$ cat src/rtl/echo_sequencer.sv
`default_nettype none
// ============================================================================
// Module      : echo_sequencer
// Description : Stereo echo engine. Each sample runs through a six-state
//               sequence that reads the delayed L/R samples from a shared
//               single-port RAM, writes the new samples, and outputs a
//               saturated dry + attenuated echo mix.
// Revision    : 1.0 - initial release
// ============================================================================
module echo_sequencer #(
    parameter int AW            = 10,
    parameter int DEFAULT_DELAY = 512
) (
    input  logic          clk,
    input  logic          rst,
    input  logic          sample_valid,
    input  logic [15:0]   audio_l_in,
    input  logic [15:0]   audio_r_in,
    input  logic [AW-1:0] cfg_delay,
    input  logic [1:0]    cfg_shift,
    input  logic          cfg_enable,
    input  logic          cfg_load,
    output logic [AW:0]   mem_addr,
    output logic          mem_we,
    output logic [15:0]   mem_wdata,
    input  logic [15:0]   mem_rdata,
    output logic [15:0]   audio_l_out,
    output logic [15:0]   audio_r_out,
    output logic          out_valid,
    output logic          busy,
    output logic          overrun
);

    localparam logic [2:0] c_IDLE = 3'd0;
    localparam logic [2:0] c_RD_L = 3'd1;
    localparam logic [2:0] c_RD_R = 3'd2;
    localparam logic [2:0] c_WR_L = 3'd3;
    localparam logic [2:0] c_WR_R = 3'd4;
    localparam logic [2:0] c_MIX  = 3'd5;

    localparam logic [AW:0]   c_FILL_MAX  = {1'b1, {AW{1'b0}}};
    localparam logic [AW:0]   c_FILL_ONE  = {{AW{1'b0}}, 1'b1};
    localparam logic [AW-1:0] c_PTR_ONE   = {{(AW-1){1'b0}}, 1'b1};
    localparam logic [AW-1:0] c_DLY_RESET = AW'(DEFAULT_DELAY);

    logic [2:0]    r_state;
    logic [AW-1:0] r_wr_ptr;
    logic [AW-1:0] r_rd_ptr;
    logic [AW:0]   r_fill;
    logic [AW-1:0] r_delay;
    logic [1:0]    r_shift;
    logic          r_en;
    logic          r_pend;
    logic [AW-1:0] r_pend_delay;
    logic [1:0]    r_pend_shift;
    logic          r_pend_en;
    logic [15:0]   r_lat_l;
    logic [15:0]   r_lat_r;
    logic [15:0]   r_dly_l;
    logic [15:0]   r_dly_r;
    logic          r_echo_ok;

    logic [AW-1:0] w_new_delay;
    logic [AW:0]   w_new_eff;
    logic [AW-1:0] w_new_rd;
    logic [15:0]   w_mix_l;
    logic [15:0]   w_mix_r;

    assign busy = (r_state != c_IDLE);

    // Dry + (delayed >>> (shift+1)), saturated to 16 bits; bypass returns dry.
    function automatic logic [15:0] f_mix(input logic [15:0] dry, input logic [15:0] dly,
                                          input logic ok, input logic [1:0] shift,
                                          input logic en);
        logic signed [15:0] v_dly;
        logic signed [15:0] v_echo;
        logic [2:0]         v_sh;
        logic [16:0]        v_sum;
        logic [15:0]        v_res;
        v_dly  = ok ? dly : 16'sd0;
        v_sh   = {1'b0, shift} + 3'd1;
        v_echo = v_dly >>> v_sh;
        v_sum  = {dry[15], dry} + {v_echo[15], v_echo};
        case (v_sum[16:15])
            2'b01:   v_res = 16'h7FFF;
            2'b10:   v_res = 16'h8000;
            default: v_res = v_sum[15:0];
        endcase
        if (!en) v_res = dry;
        return v_res;
    endfunction

    // Config seen by a sample accepted this cycle, and its read pointer / fill guard.
    always_comb begin
        w_new_delay = cfg_load ? cfg_delay : r_delay;
        w_new_eff   = (w_new_delay == '0) ? c_FILL_MAX : {1'b0, w_new_delay};
        w_new_rd    = r_wr_ptr - w_new_delay;
        w_mix_l     = f_mix(r_lat_l, r_dly_l, r_echo_ok, r_shift, r_en);
        w_mix_r     = f_mix(r_lat_r, r_dly_r, r_echo_ok, r_shift, r_en);
    end

    // Sequencer: RAM access, pointer/fill bookkeeping, config handling, output mix.
    always_ff @(posedge clk) begin
        if (rst) begin
            r_state      <= c_IDLE;
            r_wr_ptr     <= '0;
            r_rd_ptr     <= '0;
            r_fill       <= '0;
            r_delay      <= c_DLY_RESET;
            r_shift      <= 2'd0;
            r_en         <= 1'b1;
            r_pend       <= 1'b0;
            r_pend_delay <= '0;
            r_pend_shift <= 2'd0;
            r_pend_en    <= 1'b0;
            r_lat_l      <= '0;
            r_lat_r      <= '0;
            r_dly_l      <= '0;
            r_dly_r      <= '0;
            r_echo_ok    <= 1'b0;
            mem_addr     <= '0;
            mem_we       <= 1'b0;
            mem_wdata    <= '0;
            audio_l_out  <= '0;
            audio_r_out  <= '0;
            out_valid    <= 1'b0;
            overrun      <= 1'b0;
        end else begin
            out_valid <= 1'b0;
            if (sample_valid && r_state != c_IDLE) overrun <= 1'b1;
            // Config arriving mid-sequence waits until the sequence ends.
            if (cfg_load && r_state != c_IDLE && r_state != c_MIX) begin
                r_pend       <= 1'b1;
                r_pend_delay <= cfg_delay;
                r_pend_shift <= cfg_shift;
                r_pend_en    <= cfg_enable;
            end
            case (r_state)
                c_IDLE: begin
                    if (cfg_load) begin
                        r_delay <= cfg_delay;
                        r_shift <= cfg_shift;
                        r_en    <= cfg_enable;
                    end
                    if (sample_valid) begin
                        r_lat_l   <= audio_l_in;
                        r_lat_r   <= audio_r_in;
                        r_rd_ptr  <= w_new_rd;
                        r_echo_ok <= (r_fill >= w_new_eff);
                        mem_addr  <= {1'b0, w_new_rd};
                        mem_we    <= 1'b0;
                        r_state   <= c_RD_L;
                    end
                end
                c_RD_L: begin
                    mem_addr <= {1'b1, r_rd_ptr};
                    r_state  <= c_RD_R;
                end
                c_RD_R: begin
                    r_dly_l   <= mem_rdata;
                    mem_addr  <= {1'b0, r_wr_ptr};
                    mem_we    <= 1'b1;
                    mem_wdata <= r_lat_l;
                    r_state   <= c_WR_L;
                end
                c_WR_L: begin
                    r_dly_r   <= mem_rdata;
                    mem_addr  <= {1'b1, r_wr_ptr};
                    mem_we    <= 1'b1;
                    mem_wdata <= r_lat_r;
                    r_state   <= c_WR_R;
                end
                c_WR_R: begin
                    mem_we   <= 1'b0;
                    r_wr_ptr <= r_wr_ptr + c_PTR_ONE;
                    if (r_fill != c_FILL_MAX) r_fill <= r_fill + c_FILL_ONE;
                    r_state  <= c_MIX;
                end
                c_MIX: begin
                    audio_l_out <= w_mix_l;
                    audio_r_out <= w_mix_r;
                    out_valid   <= 1'b1;
                    // A load in this very cycle supersedes any pending one.
                    if (cfg_load) begin
                        r_delay <= cfg_delay;
                        r_shift <= cfg_shift;
                        r_en    <= cfg_enable;
                    end else if (r_pend) begin
                        r_delay <= r_pend_delay;
                        r_shift <= r_pend_shift;
                        r_en    <= r_pend_en;
                    end
                    r_pend  <= 1'b0;
                    r_state <= c_IDLE;
                end
                default: r_state <= c_IDLE;
            endcase
        end
    end

endmodule
`default_nettype wire

$ cat config.mk
export PLATFORM = sky130hd
export DESIGN_NAME = echo_sequencer
export DESIGN_NICKNAME = d
export VERILOG_FILES = /design/src/rtl/echo_sequencer.sv
export SDC_FILE = /design/constraint.sdc
export NUM_CORES = 1
export LEC_CHECK = 0
export ABC_AREA = 1
export CAP_MARGIN = 20
export CORE_MARGIN = 2
export CORE_UTILIZATION = 62
export DETAILED_ROUTE_END_ITERATION = 10
export PLACE_DENSITY = 0.95
export REMOVE_ABC_BUFFERS = 1
export SLEW_MARGIN = 20
export SYNTH_ARGS = -nofsm -noshare
export SYNTH_HDL_FRONTEND = slang
export SYNTH_SLANG_ARGS = --single-unit
$ cat constraint.sdc
create_clock -name clk -period 11 [get_ports clk]
set_clock_uncertainty 0.2 [all_clocks]
set_input_delay 1.65 -clock clk [delete_from_list [all_inputs] [get_ports clk]]
set_output_delay 1.65 -clock clk [all_outputs]
set_load 0.02 [all_outputs]
==> out/qor.log, run 1 <==
qor: die.start_util 0.6265
qor: clocking.tritoncts_clock_tree yes
qor: cells_and_area.num-nets-final 1875
qor: job.cap_violations 0
qor: placement.globalplace.congestion 0.9601
qor: global_route.grt_pass1_vias 10947
qor: placement.dp.final_hpwl 23600 µm
qor: clocking.post-cts-setup-buffers 0
qor: yosys.area_share_of_the_largest_cell_type_after_synthesis 0.3379
qor: timing.tns 0 ns
qor: setup_path.worstReg2RegStart r_shift[0]
qor: yosys.synth-async-reset-ratio 0
qor: placement.preCtsSetupSlack 4.709 ns
qor: yosys.synthesis.area 11140 µm²
qor: die.core-area 17780 µm²
qor: detailed_routing.drc_errors 0
qor: placement.postPlaceCellArea 12380 µm²
qor: global_route.grt.total_usage 0.3393
qor: setup_path.crit_required 11.14 ns
qor: yosys.commonest_cells_post_synth sky130_fd_sc_hd__nand2_1 (407), sky130_fd_sc_hd__o21ai_0 (208), sky130_fd_sc_hd__dfxtp_1 (188)
qor: timing.max_freq 163.7 MHz
qor: yosys.synth_top_family_by_area simple AND/OR/NAND/NOR gates
qor: yosys.ys.flop_type sky130_fd_sc_hd__dfxtp_1
qor: yosys.synthDistinctLibCells 44
qor: power_and_ir_drop.vdd_ir_drop_max 127.6 µV
qor: detailed_routing.wl_per_cell 16.57 µm
qor: timing.timing.final.hold_violations 0
qor: min_path.holdCritStartpoint r_pend_shift[1]
qor: run_status.status completed
qor: cells_and_area.antenna_cells 0
qor: timing.normalized_max_slew_margin 0.2887
qor: die.num_rows 49
qor: yosys.post-synth-top-area-cell sky130_fd_sc_hd__dfxtp_1
qor: yosys.post-synth-top-count-cell sky130_fd_sc_hd__nand2_1
qor: timing.finalMaxSlewViolations 0
qor: detailed_routing.ant_nets 0
qor: setup_path.reg2regPathDepth 24
qor: timing.period_share 0.5552
qor: detailed_routing.routed-via-count 11788
qor: global_route.globalRouteOverflowTotal 0
qor: yosys.synth_fa_ha_area_frac 0.07278
qor: yosys.synth.ff_latch_count 188
qor: timing.final.setup.worst_slack 4.893 ns
qor: cells_and_area.flow.area_growth_from_synthesis 16.28%
qor: timing.measured_slew_at_the_worst_slew_check_pin 1.067 ns
qor: placement.place_inst 1957
qor: die.floorplan.die_area 19060 µm²
qor: detailed_routing.initialDrtViolationCount 1050
qor: detailed_routing.vias_per_cell 5.927
qor: global_route.grt_first_pass_wirelength 53410 µm
qor: clocking.ctsRootBufferMaster sky130_fd_sc_hd__clkbuf_16
qor: yosys.post_synth_mux_area_share 0.0008986
qor: min_path.holdPathEnd r_pend_shift[1]
qor: min_path.worstHoldPathType reg2reg
qor: clocking.clk-insertion-delay-late 0.45 ns
qor: cells_and_area.layout_cells_sized_above_1 0.03693
qor: power_and_ir_drop.total_leakage_power 6.009 nW
qor: detailed_routing.totalWireLength 32960 µm
qor: yosys.yosys-top-cells-area sky130_fd_sc_hd__dfxtp_1 (34%), sky130_fd_sc_hd__nand2_1 (14%), sky130_fd_sc_hd__o21ai_0 (9.3%)
qor: die.floorplan.die.height 138.0 µm
qor: clocking.cts_buffers 17
qor: placement.placement.io_buffers 127
qor: timing.fin_hold_ws 0.2495 ns
qor: yosys.synth_simple_gate_area_frac 0.2500
qor: die.die_w 138.0 µm
qor: yosys.yosys_warnings 0
qor: yosys.syn_avg_cell_area 6.642 µm²
qor: timing.final_setup_viols 0
qor: yosys.post_synth_inst_count 1677
qor: yosys.post_synth_xor_area_fraction 0.01179
qor: yosys.synth-compound-area-share 0.2316
qor: power_and_ir_drop.total_power 2.098 mW
qor: cells_and_area.instances_no_fill 1989
qor: timing.setup_repair_after_global_routing_missed_its_margin no
qor: setup_path.crit_path_max_fanout 37
qor: setup_path.r2r-end audio_l_out[4]
qor: setup_path.worstSetupPathType reg2reg
qor: global_route.grt_start_max_net_pins 138
qor: timing.timing.final.crit_period 6.107 ns
qor: clocking.clk_pin_slew 0.08 ns
qor: clocking.clockBufferDepth 2
qor: cells_and_area.final_area 12950 µm²
qor: yosys.synth_edf_count 0
qor: clocking.holdBufCountCts 0
qor: yosys.seq_area_frac_synth 0.3379
qor: min_path.hold_depth 2
qor: global_route.antenna_found_initial 0
qor: clocking.cts.htree.levels 4
qor: detailed_routing.number_of_detailed_route_iterations_in_the_first_pass 6
qor: clocking.cts_repair_resize_count 0
qor: power_and_ir_drop.pwr_density_cell 162.0 nW/µm²
qor: setup_path.regToRegSetupSlack 4.89 ns
qor: setup_path.critical_path.endpoint_type flop
qor: setup_path.critical_path.startpoint_type flop
qor: cells_and_area.final_core_util 0.7285
qor: setup_path.worst_ep_arrival_time 6.25 ns
qor: clocking.clock_sink_count 188
qor: die.io-pin-count 128
[final cells by class]
| cell class | count | area [µm²] |
|---|---|---|
| inverter | 183 | 686.9 |
| clock buffer | 20 | 446.7 |
| fill | 1419 | 4827 |
| timing repair buffer | 134 | 1328 |
| multi-input combinational | 1223 | 6320 |
| clock inverter | 12 | 120.1 |
| sequential | 188 | 3765 |
| tap | 229 | 286.5 |
[report_power, final]
part / switching, mW / internal [mW] / total [mW]
clock network: 0.299 / 0.306 / 0.606
registers: 0.0528 / 0.741 / 0.794
logic: 0.449 / 0.249 / 0.698
total: 0.801 / 1.30 / 2.10
[logic make-up (layout without fill, tap and decap cells)]
group,after synthesis,in the layout
AOI/OAI and AO/OA,470,470
xor gates and xnor gates,15,15
adders and majority gates,63,63
buffers and inverters,266,349
DFF,188,188
muxes,1,1
and+or+nand+nor,674,674
[how the worst max path moves through the flow]
stage                 endpoint       start  slack, ns  cells past startpoint
2_1_floorplan   audio_l_out[4]  r_shift[0]       5.82                     24
6_report        audio_l_out[4]  r_shift[0]       4.89                     24
3_3_place_gp    audio_l_out[4]  r_shift[0]       4.90                     24
4_1_cts         audio_l_out[4]  r_shift[0]       4.67                     24
3_5_place_dp    audio_l_out[4]  r_shift[0]       4.71                     24
5_1_grt        audio_l_out[12]  r_shift[0]       4.29                     24
[worst max-delay path, cell delays in order, from the launching register on]
cell                       delay, ns
sky130_fd_sc_hd__dfxtp_2        0.70
sky130_fd_sc_hd__ha_1           0.84
sky130_fd_sc_hd__inv_1          0.57
sky130_fd_sc_hd__nand3_1        0.21
sky130_fd_sc_hd__o21ai_0        0.09
sky130_fd_sc_hd__o21ai_0        0.26
sky130_fd_sc_hd__ha_1           0.24
sky130_fd_sc_hd__fa_1           0.20
sky130_fd_sc_hd__nand2_1        0.09
sky130_fd_sc_hd__a21oi_1        0.33
sky130_fd_sc_hd__nand2_1        0.09
sky130_fd_sc_hd__nand2_1        0.12
sky130_fd_sc_hd__nand2_1        0.08
sky130_fd_sc_hd__nand2_1        0.07
sky130_fd_sc_hd__nand2_1        0.06
sky130_fd_sc_hd__a22oi_1        0.20
sky130_fd_sc_hd__inv_1          0.07
sky130_fd_sc_hd__ha_1           0.53
sky130_fd_sc_hd__inv_1          0.18
sky130_fd_sc_hd__nand2_1        0.10
sky130_fd_sc_hd__nand2_1        0.10
sky130_fd_sc_hd__inv_1          0.35
sky130_fd_sc_hd__o21ai_0        0.15
sky130_fd_sc_hd__o211ai_1       0.10
sky130_fd_sc_hd__nand2_1        0.07
[cell usage in the layout, fill, tap and decap left out, types with 5 or more instances in the layout]
master | Yosys | layout
sky130_fd_sc_hd__clkdlybuf4s50_1 | 0 | 127
sky130_fd_sc_hd__nand3b_1 | 7 | 7
sky130_fd_sc_hd__nand4_1 | 8 | 8
sky130_fd_sc_hd__nand3_1 | 81 | 81
sky130_fd_sc_hd__nor2_1 | 140 | 139
sky130_fd_sc_hd__ha_1 | 60 | 60
sky130_fd_sc_hd__inv_2 | 7 | 9
sky130_fd_sc_hd__xor2_1 | 10 | 10
sky130_fd_sc_hd__a211oi_1 | 6 | 6
sky130_fd_sc_hd__nand2_1 | 407 | 407
sky130_fd_sc_hd__xnor2_1 | 5 | 5
sky130_fd_sc_hd__a221oi_1 | 22 | 22
sky130_fd_sc_hd__o21ai_1 | 5 | 5
sky130_fd_sc_hd__o221ai_1 | 5 | 5
sky130_fd_sc_hd__o21ai_0 | 208 | 208
sky130_fd_sc_hd__a21oi_1 | 175 | 175
sky130_fd_sc_hd__inv_1 | 172 | 170
sky130_fd_sc_hd__nor3_1 | 10 | 10
sky130_fd_sc_hd__clkbuf_16 | 0 | 17
sky130_fd_sc_hd__buf_4 | 0 | 6
sky130_fd_sc_hd__o211ai_1 | 14 | 14
sky130_fd_sc_hd__a31oi_1 | 13 | 13
sky130_fd_sc_hd__a21o_1 | 5 | 5
sky130_fd_sc_hd__dfxtp_1 | 188 | 187
[state kept, by name, indices dropped and copies added, names as in the netlist, 2 cells and up]
name,count
r_dly_l,16
r_wr_ptr,10
r_lat_l,16
r_pend_shift,2
r_state,3
audio_l_out,16
audio_r_out,16
mem_addr,11
r_dly_r,16
r_lat_r,16
r_rd_ptr,10
r_pend_delay,10
r_shift,2
r_delay,10
mem_wdata,16
r_fill,11
[metal layers]
metal / wire length (µm) / share of wire / track usage / vias to the layer above
li1: - / - / - / 5732
met1: 13230 / 0.40 / 0.4011 / 5409
met2: 15930 / 0.48 / 0.5904 / 523
met3: 2165 / 0.066 / 0.05473 / 124
met4: 1631 / 0.049 / 0.1842 / 0
met5: 0 / 0 / 0 / -
(Power assumes the default switching activity.)
==> inputs of run 2 (changes only) <==
Settings changed: CORE_UTILIZATION 62 to 52, PLACE_DENSITY 0.95 to 0.86.
Clock period 11 ns to 5.3 ns, I/O delays scaled along.
==> run 2 against run 1 <==
Compared with the run above:
- first-iteration DRC count shrank 0.67%
- critical path depth is 1 higher
- via count fell by 0.67%
- die area rose by 19%
- hold slack lost 0.0048 ns
- global-route usage shrank 3.6 points
- final area grew 1.4%
- flip-flop and latch count stayed put
- register-to-register slack worse by 4.3 ns
- final cell count is 2.8% higher
- largest power group unchanged
- highest routed layer unchanged
==> out/qor.log, run 2 (same netlist as run 1, synthesis figures left out) <==
qor: run_status.status completed
qor: timing.final.setup.worst_slack 0.6131 ns [-4.280 ns]
qor: clocking.clock_sink_count 188 [unchanged]
qor: global_route.grt_pass1_vias 11087 [+1.3%]
qor: placement.dp.final_hpwl 24370 µm [+3.3%]
qor: power_and_ir_drop.seq_power_share 0.369 [-0.009]
qor: timing.max_freq 213.4 MHz [+30%]
qor: placement.place_inst 2010 [+2.7%]
qor: timing.setup_repair_after_global_routing_missed_its_margin no
qor: global_route.antenna_found_initial 0 [unchanged]
qor: power_and_ir_drop.switching_share 0.3777 [-0.004180]
qor: die.io-pin-count 128 [unchanged]
qor: detailed_routing.vias_per_cell 5.728 [-3.3%]
qor: cells_and_area.layout_cells_sized_above_1 0.04522 [+0.008291]
qor: detailed_routing.initialDrtViolationCount 1043 [-0.67%]
qor: die.start_util 0.5299 [-0.09662]
qor: placement.postPlaceCellArea 12490 µm² [+0.89%]
qor: detailed_routing.totalWireLength 34250 µm [+3.9%]
qor: job.cap_violations 0 [unchanged]
qor: setup_path.crit_path_max_fanout 20 [-46%]
qor: global_route.grt.total_usage 0.3038 [-0.03555]
qor: cells_and_area.antenna_cells 0 [unchanged]
qor: power_and_ir_drop.switching_power 1.688 mW [+110%]
qor: cells_and_area.instances_no_fill 2044 [+2.8%]
qor: timing.finalMaxSlewViolations 0 [unchanged]
qor: detailed_routing.number_of_detailed_route_iterations_in_the_first_pass 8 [+2]
qor: min_path.holdCritStartpoint r_pend_shift[1]
qor: die.floorplan.die.height 150.4 µm [+8.9%]
qor: setup_path.crit_required 5.42 ns [-5.72 ns]
qor: setup_path.worstReg2RegStart r_shift[0]
qor: cells_and_area.flow.area_growth_from_synthesis 17.88%
qor: power_and_ir_drop.proportion_of_power_drawn_by_the_clock_network 0.302 [+0.013]
qor: cells_and_area.final_core_util 0.6247 [-0.1038]
qor: die.floorplan.die_area 22610 µm² [+19%]
qor: cells_and_area.most-common-layout-cells sky130_fd_sc_hd__nand2_1 (407), sky130_fd_sc_hd__o21ai_0 (208), sky130_fd_sc_hd__dfxtp_1 (186)
qor: placement.globalplace.congestion 0.9402 [-2.1%]
qor: power_and_ir_drop.pwr_density_cell 340.3 nW/µm² [+110%]
qor: clocking.clk-insertion-delay-late 0.44 ns [about the same]
qor: detailed_routing.routed-via-count 11709 [-0.67%]
qor: die.num_rows 53 [+8.2%]
qor: global_route.globalRouteOverflowTotal 0 [unchanged]
qor: setup_path.worst_setup_path_startpoint r_shift[0]
qor: clocking.cts_buffers 17 [unchanged]
qor: setup_path.worstSetupPathType reg2reg
qor: clocking.tritoncts_clock_tree yes
qor: timing.timing.final.crit_period 4.687 ns [-1.420 ns]
qor: detailed_routing.ant_nets 0 [unchanged]
qor: clocking.clockBufferDepth 2 [unchanged]
qor: cells_and_area.final_area 13130 µm² [+1.4%]
qor: timing.timing.final.hold_violations 0 [unchanged]
qor: power_and_ir_drop.total_power 4.469 mW [+110%]
qor: clocking.clk_pin_slew 0.08 ns [about the same]
qor: placement.placement.io_buffers 127 [unchanged]
qor: cells_and_area.fillers 1828 [+29%]
qor: die.core-area 21020 µm² [+18%]
qor: global_route.grt_start_max_net_pins 70 [-49%]
qor: setup_path.worst_ep_arrival_time 4.81 ns [-1.44 ns]
qor: timing.period_share 0.8843 [+0.3291]
qor: min_path.worstHoldPathType reg2reg
qor: timing.measured_slew_at_the_worst_slew_check_pin 1.112 ns [+0.04518 ns]
qor: clocking.cts.htree.levels 4 [unchanged]
qor: power_and_ir_drop.vdd_ir_drop_max 206.5 µV [+62%]
qor: power_and_ir_drop.combinationalPowerShare 0.329 [-0.004]
qor: setup_path.critical_path.endpoint_type flop
qor: clocking.holdBufCountCts 0 [unchanged]
qor: setup_path.critical_path.startpoint_type flop
qor: power_and_ir_drop.cellInternalPower 2.781 mW [+110%]
qor: detailed_routing.drc_errors 0 [unchanged]
qor: timing.fin_hold_ws 0.2447 ns [-0.004836 ns]
qor: power_and_ir_drop.total_leakage_power 6.060 nW [+0.85%]
qor: global_route.grt_first_pass_wirelength 54870 µm [+2.7%]
qor: cells_and_area.mostFrequentLayoutCell sky130_fd_sc_hd__nand2_1
qor: timing.normalized_max_slew_margin 0.2577 [-0.03093]
qor: clocking.ctsRootBufferMaster sky130_fd_sc_hd__clkbuf_16
qor: cells_and_area.num-nets-final 1884 [+0.48%]
qor: detailed_routing.wl_per_cell 16.75 µm [+1.1%]
qor: timing.final_setup_viols 0 [unchanged]
qor: placement.preCtsSetupSlack 0.5069 ns [-4.202 ns]
qor: clocking.cts_repair_resize_count 0 [unchanged]
qor: clocking.post-cts-setup-buffers 0 [unchanged]
qor: die.die_w 150.4 µm [+8.9%]
qor: timing.tns 0 ns [unchanged]
-- run 2: final cells by class --
cell class / count / area, µm² / area share
clock buffers: 17 / 425.4 / 0.03240
clock inverters: 15 / 185.2 / 0.01410
inverters: 183 / 698.2 / 0.05317
multi-input cells: 1223 / 6320 / 0.4813
flip-flops and latches: 188 / 3766 / 0.2868
well taps: 275 / 344.1 / 0.02620
repair buffers: 142 / 1388 / 0.1057
repair inverters: 1 / 5.005 / 0.0003811
-- run 2: final timing paths --
path	end	slack (ns)	cells past startpoint
worst max-delay path	audio_r_out[8]	0.61	25
worst min-delay path	r_pend_shift[1]	0.24	2
worst max register to register	audio_r_out[8]	0.61	25
worst min register to register	r_pend_shift[1]	0.24	2
-- run 2: critical path, stage by stage (launching register included) --
cell,delay (ns)
sky130_fd_sc_hd__dfxtp_2,0.39
sky130_fd_sc_hd__ha_1,0.21
sky130_fd_sc_hd__buf_4,0.19
sky130_fd_sc_hd__inv_1,0.42
sky130_fd_sc_hd__buf_4,0.32
sky130_fd_sc_hd__nand3_1,0.10
sky130_fd_sc_hd__nand2_1,0.09
sky130_fd_sc_hd__ha_1,0.18
sky130_fd_sc_hd__fa_1,0.22
sky130_fd_sc_hd__nand3_1,0.08
sky130_fd_sc_hd__nand2_1,0.14
sky130_fd_sc_hd__nand2_1,0.06
sky130_fd_sc_hd__nand2_1,0.13
sky130_fd_sc_hd__nand3_1,0.12
sky130_fd_sc_hd__nand2_1,0.09
sky130_fd_sc_hd__nand2_1,0.07
sky130_fd_sc_hd__a22oi_1,0.25
sky130_fd_sc_hd__inv_1,0.08
sky130_fd_sc_hd__ha_1,0.30
sky130_fd_sc_hd__inv_1,0.10
sky130_fd_sc_hd__nand2_1,0.07
sky130_fd_sc_hd__nand2_1,0.10
sky130_fd_sc_hd__inv_1,0.36
sky130_fd_sc_hd__a21oi_1,0.11
sky130_fd_sc_hd__o21ai_0,0.09
sky130_fd_sc_hd__nand2_1,0.08
-- run 2: routing by layer --
| layer | global-route usage | up-vias | wire (µm) |
|---|---|---|---|
| li1 | - | 5757 | - |
| met1 | 0.3730 | 5373 | 14350 |
| met2 | 0.5214 | 465 | 16250 |
| met3 | 0.04303 | 114 | 2181 |
| met4 | 0.1481 | 0 | 1456 |
| met5 | 0 | - | 0 |
-- run 2: power groups by stage --
| stage | sequential [mW] | combinational, mW | clock (mW) |
|---|---|---|---|
| 2_1_floorplan | 1.68 | 0.942 | 0 |
| 3_3_place_gp | 1.67 | 1.40 | 0 |
| 3_5_place_dp | 1.67 | 1.43 | 0 |
| 4_1_cts | 1.64 | 1.44 | 1.35 |
| 5_1_grt | 1.66 | 1.65 | 1.40 |
| 6_report | 1.65 | 1.47 | 1.35 |
